File: config.mk
export PLATFORM = sky130hd
export DESIGN_NAME = bin2bcd_display
export DESIGN_NICKNAME = d
export VERILOG_FILES = /design/src/rtl/bin2bcd_display.sv
export SDC_FILE = /design/constraint.sdc
export NUM_CORES = 1
export LEC_CHECK = 0
export ABC_AREA = 1
export CAP_MARGIN = 15
export CORE_MARGIN = 4
export CORE_UTILIZATION = 61
export CTS_BUF_LIST = sky130_fd_sc_hd__clkbuf_2
export DETAILED_ROUTE_END_ITERATION = 8
export HOLD_SLACK_MARGIN = 0.08
export PLACE_DENSITY = 0.87
export SYNTH_ARGS = -nofsm -noshare
export SYNTH_HDL_FRONTEND = slang
export SYNTH_SLANG_ARGS = --single-unit
export TNS_END_PERCENT = 30
File: constraint.sdc
create_clock -name clk -period 3.05 [get_ports clk]
set_input_delay 0.305 -clock clk [delete_from_list [all_inputs] [get_ports clk]]
set_output_delay 0.305 -clock clk [all_outputs]
set_load 0.1 [all_outputs]
File: src/rtl/bin2bcd_display.sv
`default_nettype none
// ============================================================================
// Module      : bin2bcd_display
// Description : Sequential double-dabble binary-to-packed-BCD converter that
//               feeds the 8-digit 7-segment scan driver. Optional periodic
//               self-triggering is enabled with macro AUTO_CONV_EN.
// Revision    : 1.0 - initial release
// ============================================================================
module bin2bcd_display #(
    parameter int BIN_W       = 27,
    parameter int REFRESH_CYC = 5000000
) (
    input  logic             clk,
    input  logic             rst_n,
    input  logic [BIN_W-1:0] bin_in,
    input  logic             start,
    output logic             busy,
    output logic             done,
    output logic             ovf,
    output logic [31:0]      data_out
);

    localparam int          CNT_W       = 5;
    localparam logic [26:0] C_OVF_LIMIT = 27'd99_999_999;
    localparam logic [31:0] C_OVF_WORD  = 32'hEEEE_EEEE;

    generate
        if (BIN_W < 1 || BIN_W > 27) begin : g_bad_bin_w
            $error("bin2bcd_display: BIN_W must be in 1..27");
        end
        if (REFRESH_CYC < BIN_W + 2) begin : g_bad_refresh
            $error("bin2bcd_display: REFRESH_CYC must be at least BIN_W+2");
        end
    endgenerate

    typedef enum logic [1:0] {
        S_IDLE   = 2'd0,
        S_SHIFT  = 2'd1,
        S_FINISH = 2'd2
    } state_t;

    state_t           r_state;
    state_t           w_state_next;
    logic [BIN_W-1:0] r_bin;
    logic [31:0]      r_bcd;
    logic [31:0]      w_bcd_adj;
    logic [CNT_W-1:0] r_cnt;
    logic             r_ovf_pending;
    logic             w_start_eff;
    logic             w_accept;
    logic             w_finish;
    logic             w_last_shift;
    logic             w_ovf_in;

    // Every digit >= 5 gets +3 before the shift so it carries correctly.
    generate
        for (genvar gi = 0; gi < 8; gi++) begin : g_adj
            assign w_bcd_adj[4*gi +: 4] = (r_bcd[4*gi +: 4] >= 4'd5) ?
                                          (r_bcd[4*gi +: 4] + 4'd3) :
                                          r_bcd[4*gi +: 4];
        end
    endgenerate

    assign w_last_shift = (r_cnt == CNT_W'(BIN_W - 1));
    // Values below 2^26 can never exceed the limit, so narrow builds fold to 0.
    assign w_ovf_in     = (27'(bin_in) > C_OVF_LIMIT);

`ifdef AUTO_CONV_EN
    localparam int RCNT_W = (REFRESH_CYC > 1) ? $clog2(REFRESH_CYC) : 1;

    logic [RCNT_W-1:0] r_refresh_cnt;
    logic              r_auto_req;
    logic              w_wrap;

    assign w_wrap      = (r_refresh_cnt == RCNT_W'(REFRESH_CYC - 1));
    assign w_start_eff = start | r_auto_req;

    always_ff @(posedge clk) begin
        if (!rst_n) begin
            r_refresh_cnt <= '0;
            r_auto_req    <= 1'b0;
        end else begin
            r_refresh_cnt <= w_wrap ? '0 : r_refresh_cnt + RCNT_W'(1);
            // A wrap on the accepting edge raises a fresh request.
            if (w_accept) begin
                r_auto_req <= 1'b0;
            end
            if (w_wrap) begin
                r_auto_req <= 1'b1;
            end
        end
    end
`else
    assign w_start_eff = start;
`endif

    always_ff @(posedge clk) begin
        if (!rst_n) begin
            r_state <= S_IDLE;
        end else begin
            r_state <= w_state_next;
        end
    end

    always_comb begin
        w_state_next = r_state;
        w_accept     = 1'b0;
        w_finish     = 1'b0;
        case (r_state)
            S_IDLE: begin
                if (w_start_eff) begin
                    w_accept     = 1'b1;
                    w_state_next = S_SHIFT;
                end
            end
            S_SHIFT: begin
                if (w_last_shift) begin
                    w_state_next = S_FINISH;
                end
            end
            S_FINISH: begin
                w_finish     = 1'b1;
                w_state_next = S_IDLE;
            end
            default: w_state_next = S_IDLE;
        endcase
    end

    always_ff @(posedge clk) begin
        if (!rst_n) begin
            r_bin         <= '0;
            r_bcd         <= '0;
            r_cnt         <= '0;
            r_ovf_pending <= 1'b0;
            busy          <= 1'b0;
            done          <= 1'b0;
            ovf           <= 1'b0;
            data_out      <= '0;
        end else begin
            done <= w_finish;
            if (w_accept) begin
                r_bin         <= bin_in;
                r_bcd         <= '0;
                r_cnt         <= '0;
                r_ovf_pending <= w_ovf_in;
                busy          <= 1'b1;
            end
            if (r_state == S_SHIFT) begin
                r_bcd <= {w_bcd_adj[30:0], r_bin[BIN_W-1]};
                r_bin <= r_bin << 1;
                r_cnt <= r_cnt + CNT_W'(1);
            end
            if (w_finish) begin
                data_out <= r_ovf_pending ? C_OVF_WORD : r_bcd;
                ovf      <= r_ovf_pending;
                busy     <= 1'b0;
            end
        end
    end

endmodule
`default_nettype wire

# Word level (Yosys, flattened, before mapping)
# Cells that the tools add are included.
# classes
mux,21
reduce_logical,5
n_eq_ne,5
div_mod_pow,0
n_mul,0
n_lt_le_gt_ge,9
add_sub_neg,9
shifts,0
bitwise,1
# op_table
cell,n
$mux 32,3
$mux 27,2
$ge 4x3->1 const B,8
$add 4x2->4 const B,7
$mux 4,7
$gt 27x27->1 const B,1
$mux 5,2
$add 5x1->5 const B,1
$eq 5x5->1 const B,1
$mux 2,2
$ne 2x2->1 const B,2
$pmux 2 s2,1
$reduce_or 2->1,2
$add 3x2->3 const B,1
$mux 1,3
$mux 3,1
$eq 2x1->1 const B,1
$eq 2x2->1 const B,1
$logic_not 2->1,1
$reduce_and 2->1,1
$reduce_bool 2->1,1
$not 1->1,1
# word_totals
ram_bits,0
input_bits,30
latch_bits,0
reg_bits,102
n_memories,0
rom_bits,0

# Longest topological paths before layout
# depth
depth_word,4
depth_mapped,9
mapped_depth_nobuf,9

# Least setup slack after synthesis
# Ideal clock, no wire load.
# synth_path
path_kind,register -> register
startpoint,reg r_bcd[8]
endpoint,reg r_bcd[10]
stages_incl_launch_ff,8
n_path_buf,0
arrival_time_ns,1.260
synth_period_minus_slack_ns,1.392
path_slack_ns,1.658
setup_time_ns,0.132
cell_sequence,dfxtp_1 inv_1 ha_1 or2_2 nand3_1 a21oi_2 o21ai_1 a21oi_1
# synth_between
elab_chain_cells,3
elab_cells_between_ends,4
# synth_rtl
item,line_no,text
"start, declared",45,logic [31:0] r_bcd;
"start signal, assigned",149,"r_bcd <= {w_bcd_adj[30:0], r_bin[BIN_W-1]};"
$add 4x2->4 / $ge 4x3->1 (equally long branches),"59, 58",
$mux 4 *,58,assign w_bcd_adj[4*gi +: 4] = (r_bcd[4*gi +: 4] >= 4'd5) ?
$mux 32 *,148,if (r_state == S_SHIFT) begin
# Every way passes the cells marked *; elsewhere a longest branch is shown, timed or not.
# A chain may end at the register's enable or synchronous reset.

# Worst setup path in the final report
# layout_path
startpoint,reg busy
endpoint,out busy
# layout_rtl
item,line_no,text
"start, declared",17,"output logic busy,"
"start signal, assigned",135,busy <= 1'b0;
"start signal, assigned",146,busy <= 1'b1;
"start signal, assigned",156,busy <= 1'b0;
# No word-level cell between the ends.

==> results.txt <==
largest net degree at the start of global routing - 54
Required @ worst endpoint - 2.74 ns
Clk Latency, worst-skew pair - 0.54 ns
H-tree depth - 3
gr usage total - 0.237
setup TNS - 0 ns
Cell Chain, Critical Path - clkdlybuf4s50_1
Iteration-0 DRC Markers - 279
Async S/R FF share, synth - 0
ant diodes - 0
max-cap violations - 0
hold buffers post-CTS - 0
min-delay worst type - input port to register
Via density - 5.64
Via Count - 4,528
First-pass DRT Iterations - 5
cts repair resizes - 0
CP Max Fanout - 2
Register Area - 2040 um2
synthesized area - 4860 um2
first-pass GRT wire length - 19.1 mm
endpoints failing hold - 0
Synth Flop Type - dfxtp_1
final slew viol count - 0
Buf/Inv on CP - 1
Routability Congestion - 0.841
Top Ports - 65
Routed Antenna Nets - 0
Top Family by Delay on Critical Path - buffers and inverters
Starting Density - 0.629
Netlist cell types - 35
multi-input logic area - 2410 um2
initial antenna violation count - 0
RSZ-0062 raised after global routing - no
WL/cell - 14.0 um
die area - 9470 um2
critical path's slowest cell - clkdlybuf4s50_1
Crit Path Category - register to output port
Post-synth EDFFs - 0
final wirelength - 11.3 mm
commonest non-fill, non-tap cell in the layout - nand2_1
FF-to-FF setup slack - 1.01 ns
Tightest Pin Transition - 1.00 ns
PwrDens - 394 nW/um2
Leak - 1.96 nW
Residual DRC - 0
Setup Fix Bufs, Post-CTS - 0
Fin Clk Skew - 0.0257 ns
Arrival @ worst endpoint - 2.09 ns
Critical Path End Type - output port
clk slew on worst S/H paths - 0.26 ns
Yosys reg bits - 102
Die W - 97.3 um
clock root cell - clkbuf_2
VDD IR max - 264 uV
Fmax - 417 MHz
min cycle time layout - 2.40 ns
# fillers - 603
syn nets - 694
CTS Buf Count - 9
final instance area - 5580 um2
Die H - 97.3 um
Post-Syn Instances - 646
DP Area - 5500 um2
synthesis-to-layout area growth - 14.7%
Ys Warns - 0
largest stage delay on the critical path - 1.15 ns
core area - 7730 um2
Mean Syn Cell Area - 7.53 um2
crit path launch type - register
gr ovfl total - 0
Max-slew headroom - 0.331
Rows - 32
CTS Buffer Depth - 2
sequential area share after synthesis - 0.420
Layout Utilization - 0.722
share of layout cells above drive strength 1 - 0.0813
final worst path period share - 0.786
number of global-route vias before repair - 4,406
Total Nets Final - 744
status - complete, no violations
most frequent cells in the layout - nand2_1 (147), dfxtp_1 (102), clkdlybuf4s50_1 (64)
number of setup violations in the final report - 0
clk sink count - 102
HPWL Detailed - 8.02 mm
CTS tree - built
IO Port Bufs - 64
[registers in the layout (all words and copies together), names as in the netlist]
register / flops
r_bin: 27
r_cnt: 5
r_ovf_pending: 1
r_bcd: 32
r_state: 2
busy: 1
ovf: 1
data_out: 32
done: 1
[cell type report]
type / instances / area share
Multi-Input combinational cell: 451 / 0.431
Sequential cell: 102 / 0.366
Timing Repair Buffer: 70 / 0.123
Inverter: 62 / 0.0422
Tap cell: 102 / 0.0229
Clock buffer: 11 / 0.00987
Clock inverter: 5 / 0.00471
[cells in the mapped netlist (7+ instances only)]
cell	n	area, um2
inv_1	56	210
xor2_1	7	61.3
nand4_1	10	62.6
a21oi_1	60	300
clkbuf_1	12	45.0
nor2_1	44	165
ha_1	18	225
a21oi_2	8	70.1
o21ai_1	9	45.0
a22oi_1	7	52.6
buf_2	9	45.0
o211ai_1	8	60.1
o21ai_0	51	255
o31ai_2	8	100
nand2_1	147	552
or2_2	7	43.8
dfxtp_1	102	2040
nand3_1	44	220
a31oi_1	9	56.3
[worst paths after layout]
kind	to	cells past startpoint	start
max	busy	1	busy
min reg2reg	r_bin[0]	2	r_bin[0]
min	r_bin[23]	3	bin_in[23]
max reg2reg	r_state[0]	6	r_state[0]
[report_power, final]
part	leakage [nW]	internal [mW]	total [mW]	switching [mW]
clock network	0.0608	0.109	0.536	0.427
registers	0.827	1.37	1.40	0.0234
logic	1.07	0.0895	0.267	0.177
[through the flow]
step,std cells,setup slack [ns],hold slack [ns],power [mW]
2_1_floorplan,646,1.66,0.424,1.61
3_3_place_gp,787,0.999,0.446,1.68
3_5_place_dp,787,0.964,0.450,1.68
4_1_cts,803,0.628,0.353,2.20
5_1_grt,803,0.561,0.340,2.29
6_report,803,0.652,0.364,2.20
[cell families after synthesis]
| family | count (synthesis) | share of synthesized area |
|---|---|---|
| DFF | 102 | 0.420 |
| xor gates and xnor gates | 7 | 0.0126 |
| AOI/OAI and AO/OA | 166 | 0.204 |
| adders and majority gates | 18 | 0.0463 |
| buffers and inverters | 93 | 0.0854 |
| and+or+nand+nor | 260 | 0.232 |
[layer usage]
metal | vias to the layer above | global-route usage | share of wire
met1 | 2112 | 0.297 | 0.44
met5 | - | 0 | 0
met4 | 0 | 0.0692 | 0.011
met3 | 14 | 0.0373 | 0.058
met2 | 152 | 0.420 | 0.49
li1 | 2250 | - | -
Power figures use the tool's default switching activity.
